===== config.mk =====
export PLATFORM = sky130hd
export DESIGN_NAME = masked_and_initiator_flat
export DESIGN_NICKNAME = d
export VERILOG_FILES = /design/src/rtl/masked_and_initiator_if.sv /design/src/rtl/masked_and_initiator.sv /design/src/flat_wrapper.sv
export SDC_FILE = /design/constraint.sdc
export NUM_CORES = 1
export LEC_CHECK = 0
export ABC_AREA = 1
export CORE_ASPECT_RATIO = 1.5
export CORE_MARGIN = 4
export CORE_UTILIZATION = 40
export DETAILED_ROUTE_END_ITERATION = 10
export PLACE_DENSITY = 0.66
export SKIP_LAST_GASP = 1
export SYNTH_ARGS = -nofsm -noshare
export SYNTH_HDL_FRONTEND = slang
export SYNTH_SLANG_ARGS = --single-unit

===== constraint.sdc =====
create_clock -name clk -period 2.2 [get_ports clk]
set_input_delay 0.44 -clock clk [delete_from_list [all_inputs] [get_ports clk]]
set_output_delay 0.44 -clock clk [all_outputs]
set_load 0.02 [all_outputs]

===== src/rtl/masked_and_initiator_if.sv =====
// Gadget-side bus of the masked AND initiator.
// master: the initiator drives the input shares, the refresh random and AndEnable.
// slave:  the AND2 gadget returns AndDone and its two output shares.
//   and_ina[1:0]  shares of the current A bit ([0]=a^ma, [1]=ma)
//   and_inb[1:0]  shares of the current B bit ([0]=b^mb, [1]=mb)
//   and_rin       gadget refresh random r
//   AndEnable     gadget enable
//   AndDone       gadget completion flag
//   and_out[1:0]  gadget output shares
interface masked_and_initiator_if;
  logic [1:0] and_ina;
  logic [1:0] and_inb;
  logic       and_rin;
  logic       AndEnable;
  logic       AndDone;
  logic [1:0] and_out;

  modport master (
    output and_ina,
    output and_inb,
    output and_rin,
    output AndEnable,
    input  AndDone,
    input  and_out
  );

  modport slave (
    input  and_ina,
    input  and_inb,
    input  and_rin,
    input  AndEnable,
    output AndDone,
    output and_out
  );
endinterface


===== src/rtl/masked_and_initiator.sv =====
// Initiator for one 2-share masked AND2 gadget.
// Splits each operand bit into two Boolean shares with fresh randomness, runs the gadget one
// bit at a time (LSB first) and collects its output shares. Shares are never recombined here.
// Ports:
//   clk, rst        clock, asynchronous active-high reset
//   start           pulse to latch a/b and begin (only accepted when idle)
//   a, b            plaintext operands, WIDTH bits
//   rnd_in          fresh random {ma, mb, r}, sampled while rnd_req=1
//   rnd_req         high in the encode cycle only
//   gad             gadget bus (master side)
//   res_s0, res_s1  result shares, res_s0 ^ res_s1 == a & b
//   busy            high outside idle
//   done            one-cycle success pulse
//   err             sticky gadget timeout, cleared by the next accepted start
module masked_and_initiator #(
  parameter int unsigned WIDTH   = 4,
  parameter int unsigned TIMEOUT = 8
) (
  input  logic                   clk,
  input  logic                   rst,
  input  logic                   start,
  input  logic [WIDTH-1:0]       a,
  input  logic [WIDTH-1:0]       b,
  input  logic [2:0]             rnd_in,
  output logic                   rnd_req,
  masked_and_initiator_if.master gad,
  output logic [WIDTH-1:0]       res_s0,
  output logic [WIDTH-1:0]       res_s1,
  output logic                   busy,
  output logic                   done,
  output logic                   err
);

  localparam int unsigned IdxW = (WIDTH > 1) ? $clog2(WIDTH) : 1;
  localparam int unsigned CntW = $clog2(TIMEOUT);

  typedef enum logic [2:0] {StIdle, StEnc, StRun, StNext, StDone, StErr} state_e;

  state_e            state_q, state_d;
  logic [WIDTH-1:0]  a_q, a_d;
  logic [WIDTH-1:0]  b_q, b_d;
  logic [IdxW-1:0]   idx_q, idx_d;
  logic [CntW-1:0]   cnt_q, cnt_d;
  logic [1:0]        ina_q, ina_d;
  logic [1:0]        inb_q, inb_d;
  logic              rin_q, rin_d;
  logic              en_q, en_d;
  logic [WIDTH-1:0]  res0_q, res0_d;
  logic [WIDTH-1:0]  res1_q, res1_d;
  logic              err_q, err_d;

  always_ff @(posedge clk or posedge rst) begin
    if (rst) begin
      state_q <= StIdle;
      a_q     <= '0;
      b_q     <= '0;
      idx_q   <= '0;
      cnt_q   <= '0;
      ina_q   <= '0;
      inb_q   <= '0;
      rin_q   <= 1'b0;
      en_q    <= 1'b0;
      res0_q  <= '0;
      res1_q  <= '0;
      err_q   <= 1'b0;
    end else begin
      state_q <= state_d;
      a_q     <= a_d;
      b_q     <= b_d;
      idx_q   <= idx_d;
      cnt_q   <= cnt_d;
      ina_q   <= ina_d;
      inb_q   <= inb_d;
      rin_q   <= rin_d;
      en_q    <= en_d;
      res0_q  <= res0_d;
      res1_q  <= res1_d;
      err_q   <= err_d;
    end
  end

  always_comb begin
    state_d = state_q;
    a_d     = a_q;
    b_d     = b_q;
    idx_d   = idx_q;
    cnt_d   = cnt_q;
    ina_d   = ina_q;
    inb_d   = inb_q;
    rin_d   = rin_q;
    en_d    = en_q;
    res0_d  = res0_q;
    res1_d  = res1_q;
    err_d   = err_q;
    rnd_req = 1'b0;

    unique case (state_q)
      StIdle: begin
        if (start) begin
          a_d     = a;
          b_d     = b;
          idx_d   = '0;
          err_d   = 1'b0;
          res0_d  = '0;
          res1_d  = '0;
          state_d = StEnc;
        end
      end
      StEnc: begin
        // Only the masked bit and the mask leave the block, never the plain bit.
        rnd_req = 1'b1;
        ina_d   = {rnd_in[2], a_q[idx_q] ^ rnd_in[2]};
        inb_d   = {rnd_in[1], b_q[idx_q] ^ rnd_in[1]};
        rin_d   = rnd_in[0];
        en_d    = 1'b1;
        cnt_d   = '0;
        state_d = StRun;
      end
      StRun: begin
        if (cnt_q != '1) begin
          cnt_d = cnt_q + 1'b1;
        end
        // AndDone in the first RUN cycle can be left over from the previous bit.
        if (cnt_q != '0 && gad.AndDone) begin
          res0_d[idx_q] = gad.and_out[0];
          res1_d[idx_q] = gad.and_out[1];
          en_d          = 1'b0;
          state_d       = StNext;
        end else if (cnt_q == CntW'(TIMEOUT - 1)) begin
          en_d    = 1'b0;
          err_d   = 1'b1;
          state_d = StErr;
        end
      end
      StNext: begin
        if (idx_q == IdxW'(WIDTH - 1)) begin
          state_d = StDone;
        end else begin
          idx_d   = idx_q + 1'b1;
          state_d = StEnc;
        end
      end
      StDone: begin
        state_d = StIdle;
      end
      StErr: begin
        // A partial result is useless after a timeout; clear it.
        res0_d  = '0;
        res1_d  = '0;
        state_d = StIdle;
      end
      default: begin
        state_d = StIdle;
      end
    endcase
  end

  assign gad.and_ina   = ina_q;
  assign gad.and_inb   = inb_q;
  assign gad.and_rin   = rin_q;
  assign gad.AndEnable = en_q;

  assign res_s0 = res0_q;
  assign res_s1 = res1_q;
  assign busy   = (state_q != StIdle);
  assign done   = (state_q == StDone);
  assign err    = err_q;

endmodule


===== src/flat_wrapper.sv =====
// flat-port wrapper written by rule: the top's interface ports become plain ports
module masked_and_initiator_flat 
#(
  parameter int unsigned WIDTH   = 4,
  parameter int unsigned TIMEOUT = 8
)
  (clk, rst, start, a, b, rnd_in, rnd_req, res_s0, res_s1, busy, done, err, gad_and_ina, gad_and_inb, gad_and_rin, gad_AndEnable, gad_AndDone, gad_and_out);
  masked_and_initiator_if gad_i ();
  input  logic clk;
  input  logic rst;
  input  logic start;
  input  logic [WIDTH-1:0] a;
  input  logic [WIDTH-1:0] b;
  input  logic [2:0] rnd_in;
  output logic rnd_req;
  output logic [WIDTH-1:0] res_s0;
  output logic [WIDTH-1:0] res_s1;
  output logic busy;
  output logic done;
  output logic err;
  output wire logic [$bits(gad_i.and_ina)-1:0] gad_and_ina;
  output wire logic [$bits(gad_i.and_inb)-1:0] gad_and_inb;
  output wire logic [$bits(gad_i.and_rin)-1:0] gad_and_rin;
  output wire logic [$bits(gad_i.AndEnable)-1:0] gad_AndEnable;
  input wire logic [$bits(gad_i.AndDone)-1:0] gad_AndDone;
  input wire logic [$bits(gad_i.and_out)-1:0] gad_and_out;
  assign gad_and_ina = gad_i.and_ina;
  assign gad_and_inb = gad_i.and_inb;
  assign gad_and_rin = gad_i.and_rin;
  assign gad_AndEnable = gad_i.AndEnable;
  assign gad_i.AndDone = gad_AndDone;
  assign gad_i.and_out = gad_and_out;
  masked_and_initiator #(.WIDTH(WIDTH), .TIMEOUT(TIMEOUT)) u_core (.clk(clk), .rst(rst), .start(start), .a(a), .b(b), .rnd_in(rnd_in), .rnd_req(rnd_req), .gad(gad_i), .res_s0(res_s0), .res_s1(res_s1), .busy(busy), .done(done), .err(err));
endmodule

# Word-level counts from Yosys, hierarchy flattened

Index checks and enable logic that the tools add are counted.

Register bits after elaboration: 31
Output and inout bits: 18
Word-level logic and storage cells: 80

Eq/ne operators: 15
Reductions and logical operators: 16
Bitwise operators: 2
Muxes and demuxes: 31
Add/sub/neg operators: 2
Magnitude comparators: 2

Operators with widths:

| kind                  | number |
|---|---|
| $pmux W4 S3           | 2 |
| $mux W3               | 5 |
| $mux W4               | 3 |
| $pmux W3 S4           | 1 |
| $eq A3 B3 Y1 const B  | 3 |
| $mux W1               | 9 |
| $reduce_bool A3 Y1    | 3 |
| $bwmux W4             | 2 |
| $reduce_and A2 Y1     | 4 |
| $eq A3 B2 Y1 const B  | 2 |
| $ne A2 B1 Y1 const B  | 3 |
| $ne A2 B2 Y1 const B  | 3 |
| $pmux W3 S2           | 1 |
| $reduce_and A3 Y1     | 2 |
| $reduce_bool A2 Y1    | 3 |
| $bmux W1 S2           | 2 |
| $mux W2               | 2 |
| $pmux W1 S2           | 2 |
| $pmux W2 S2           | 1 |
| $reduce_and A4 Y1     | 1 |
| $add A3 B1 Y3 const B | 1 |
| $eq A3 B1 Y1 const B  | 1 |
| $logic_not A3 Y1      | 1 |
| $lt A2 B3 Y1 const B  | 1 |
| 8 further kinds       | 10 |

# Longest topological paths before layout

Depth after elaboration: 7
Gate-level depth with buffers: 9
Depth with buffers taken out: 9

# Worst setup path before layout

No wires, ideal clock.

Path kind: register to output
Start: register u_core.state_q[0]
End: output port done
Cell stages (with the launch flop): 2
Slack: 0.773 ns
Data required time: 1.760 ns
Arrival: 0.987 ns
Path buffers: 0
Path through: dfrtp_1 > nor3_1

Cells in the longest elaborated chain, start to end: 1

RTL lines:

| element                | line                        | RTL |
|---|---|---|
| from (decl)            | masked_and_initiator.sv:39  | `state_e state_q, state_d;` |
| from (signal assigned) | masked_and_initiator.sv:54  | `state_q <= StIdle;` |
| from (signal assigned) | masked_and_initiator.sv:67  | `state_q <= state_d;` |
| $eq A3 B3 Y1           | masked_and_initiator.sv:166 | `assign done = (state_q == StDone);` |
| to (decl)              | flat_wrapper.sv:19          | `output logic done;` |

No other way between the ends.

# Final worst setup path

Start: register u_core.state_q[0]
End: output port busy

Cells in the longest elaborated chain, start to end: 1

RTL lines:

| element            | line                        | RTL |
|---|---|---|
| $reduce_bool A3 Y1 | masked_and_initiator.sv:165 | `assign busy = (state_q != StIdle);` |
| to (decl)          | flat_wrapper.sv:18          | `output logic busy;` |

No other way between the ends.

==> impl_results.md <==
- Cell Pwr Density: about 1500 nW/um^2
- #FFs+latches synth: 31
- Proportion of layout cells with a drive suffix above 1: 14.9%
- Level count of the clock H-tree: 2
- CTS buffer count: 5
- Fraction of synthesized cell area taken by the top area cell type: roughly half
- Slew Limit Fails: 0
- Setup repair after global routing missed its margin: false
- Number of distinct standard cells referenced by the synthesized netlist: 23
- Top post-synthesis cells by area: dfrtp_1 (49%), nand2_1 (12%), mux2_2 (5.6%)
- Number of synthesized flops with an enable pin: 0
- Min-Delay Endpoint: u_core.err
- Required time at the worst-slack endpoint: 1.76 ns
- Final std cells w/o fill: between 200 and 300
- Most used flip-flop cell after synthesis: dfrtp_1
- Number of global-route vias before repair: 1301
- Worst-case setup margin in the final layout: 0.107 ns
- Overall die width: 59.6 um
- Max-capacitance violation count: 0
- Setup Slack @ Placement: about 0.36 ns
- Pleak: approximately 1.0 nW
- Type of the tightest min-delay check: flip-flop to flip-flop
- Area of the core: 3750 um^2
- GRT Resource Usage Total: ~14%
- Count of unresolved DRC violations after routing: 0
- Worst clock skew: 0.00767 ns
- Via count: 1304
- Die area: roughly 5000 um^2
- Antenna Violating Nets Remaining: 0
- Worst reg-to-reg path cell count: 8
- Hpwl dp: between 2000 and 3000 um
- Final Hold Vio Count: 0
- Total power draw: 3.06 mW
- Net total in the final layout: 244
- Clock Tree Buf Depth: 2
- Maximum cell stage delay along the critical path: 0.55 ns
- Post-Syn Area per Cell: ~9 um^2
- Sequence of cells on the critical path: nor2_2, nand2_2, clkdlybuf4s50_1
- Rel. slew slack: 73.9%
- Synthesized area: 1600 um^2
- Synthesis warning total: 0
- First-pass GRT wire length: between 5000 and 6000 um
- Final critical path time including I/O delays and setup: 2.09 ns
- Async S/R FF share, synth: 100%
- Last weighted congestion value of the routability-driven placer: about 0.9
- Clk pin slew, worst setup/hold paths: approximately 0.070 ns
- Combined buffer and inverter count along the critical path: 1
- CTS tree: yes
- Gate count of the mapped netlist: 178
- Clock root buffer: clkbuf_8
- Total wirelength of the detailed-routed design: ~3400 um
- First-pass iteration count of the detailed router: 4
- Post-Route Setup TNS: 0 ns
- Achievable frequency: 478 MHz
- Outcome: finished clean
- Worst reg-to-reg setup slack: 0.73 ns
- Number of instances on the worst hold path: 2
- Period utilisation layout: 95.1%
- Reg-to-reg startpoint: u_core.state_q[2]
- Iteration-0 DRC Markers: 23
- Wire per inst: 12.8 um
- Clock network latency to the later pin of the worst-skew pair: 0.28 ns
- Worst vdd ir: 0.000826 V
- Rows: 27
- Maximum number of pins on one net before global-route repair: 32
- Critical path class: flip-flop to output pin
- Critical-path top delay cell: clkdlybuf4s50_1
- Endpoint of the worst register-to-register path: u_core.state_q[2]
- CTS sink cnt: 31
- Synth top cells by count: nand2_1 (50), dfrtp_1 (31), inv_1 (20)
- Data arrival time of the critical path: 1.65 ns
- Instance count on the critical path: 3
- Antenna diode count: 0
- Synth Net Count: ~200
- Setup violations, final: 0
- Seq/Total Area, Yosys: approximately half
- Via density per instance: 4.94
- Element type at the critical path start: flip-flop
- Layout area overhead: 30.6%
- Total instance count after detailed placement: roughly 260
- Number of antenna violations at the first check in global routing: 0
- Initial cell density of the core: 42.6%
- Floorplan die height: ~85 um
- Gate family responsible for the most delay along the worst path: buffers and inverters
- Slew at the pin closest to its max-slew limit: 0.391 ns
- Aggregate global routing overflow: 0
- Startpoint of the tightest hold check path: u_core.err
- Top-count cell post-synth: nand2_1
- Yosys top cell by area: dfrtp_1
- Number of inserted filler cells in the final layout: roughly 350
- Io pins: 35
- # port buffers: 34
- Worst slack on hold paths: around 0.48 ns
- CP Max Fanout: 6
- Critical path capture point type: output pin
-- layout make-up --
| type | instances | area, um^2 | share of cell area [%] |
|---|---|---|---|
| Sequential cell | 31 | 776 | 37.1 |
| Tap cell | 43 | 53.8 | 2.58 |
| Clock buffer | 5 | 68.8 | 3.30 |
| Multi-Input combinational cell | 122 | 722 | 34.6 |
| Timing Repair Buffer | 36 | 358 | 17.1 |
| Inverter | 24 | 90.1 | 4.31 |
| Clock inverter | 3 | 20.0 | 0.959 |
-- placed cells by master (no fill, tap or decap), types with 2 or more instances in the layout --
cell type,n
nand2_1,50
clkdlybuf4s50_1,33
dfrtp_1,31
inv_1,20
nand3_1,15
nand4_1,11
mux2_2,8
o21ai_0,8
ha_1,7
nor2_1,6
clkbuf_8,5
inv_2,4
nand3_2,4
nand4_2,2
a21oi_1,2
clkinvlp_4,2
buf_4,2
-- flip-flops by register name (all words and copies together) (netlist names) --
name,count
u_core.a_q,4
u_core.b_q,4
u_core.res_s0,4
u_core.res_s1,4
u_core.cnt_q,3
u_core.state_q,3
u_core.gad.and_ina,2
u_core.gad.and_inb,2
u_core.idx_q,2
u_core.err,1
u_core.gad.AndEnable,1
u_core.gad.and_rin,1
-- through the flow --
stage	instance area, um^2	utilization, %
after floorplan	1600	-
after global placement	2000	53.3
after detailed placement	2000	53.3
after CTS	2090	55.6
after global routing	2090	55.7
final	2090	55.7
-- worst max-delay path by stage --
| stage | start | to | slack (ns) |
|---|---|---|---|
| after detailed placement | u_core.state_q[2] | rnd_req | 0.36 |
| after floorplan | u_core.state_q[0] | done | 0.77 |
| after global routing | u_core.state_q[0] | busy | 0.04 |
| after global placement | u_core.state_q[2] | rnd_req | 0.39 |
| after CTS | u_core.state_q[2] | rnd_req | 0.04 |
| final | u_core.state_q[0] | busy | 0.11 |
-- where the power goes --
| group | switching (mW) | internal (mW) |
|---|---|---|
| combinational | 0.974 | 0.658 |
| sequential | 0.176 | 0.812 |
| clock | 0.218 | 0.220 |
-- logic make-up after synthesis --
family / Yosys count / synth area share, %
adders and majority gates: 7 / 5.48
and+or+nand+nor: 94 / 29.4
AOI/OAI and AO/OA: 13 / 4.62
buffers and inverters: 25 / 6.34
muxes: 8 / 5.63
DFF: 31 / 48.5
-- worst min-delay path, cell delays in order (launching register included) --
cell and delay (ns):
dfrtp_1 0.35, nand2_1 0.05, nand2_1 0.05
-- metal layers --
metal / global-route usage (%) / vias to the layer above / routed length, um
met4: 4.64 / 0 / 35
met1: 15.7 / 597 / 1380
met5: 0 / - / 0
met2: 25.8 / 28 / 1770
li1: - / 674 / -
met3: 4.41 / 5 / 189
-- timing repair --
| item | in CTS | in global routing |
|---|---|---|
| buffers inserted | 0 | 0 |
| resized for setup | 0 | 1 |
| endpoints found under the setup margin | 0 | 1 |
| hold buffers | 0 | 0 |
No activity file was read; power rests on OpenSTA's default activity.
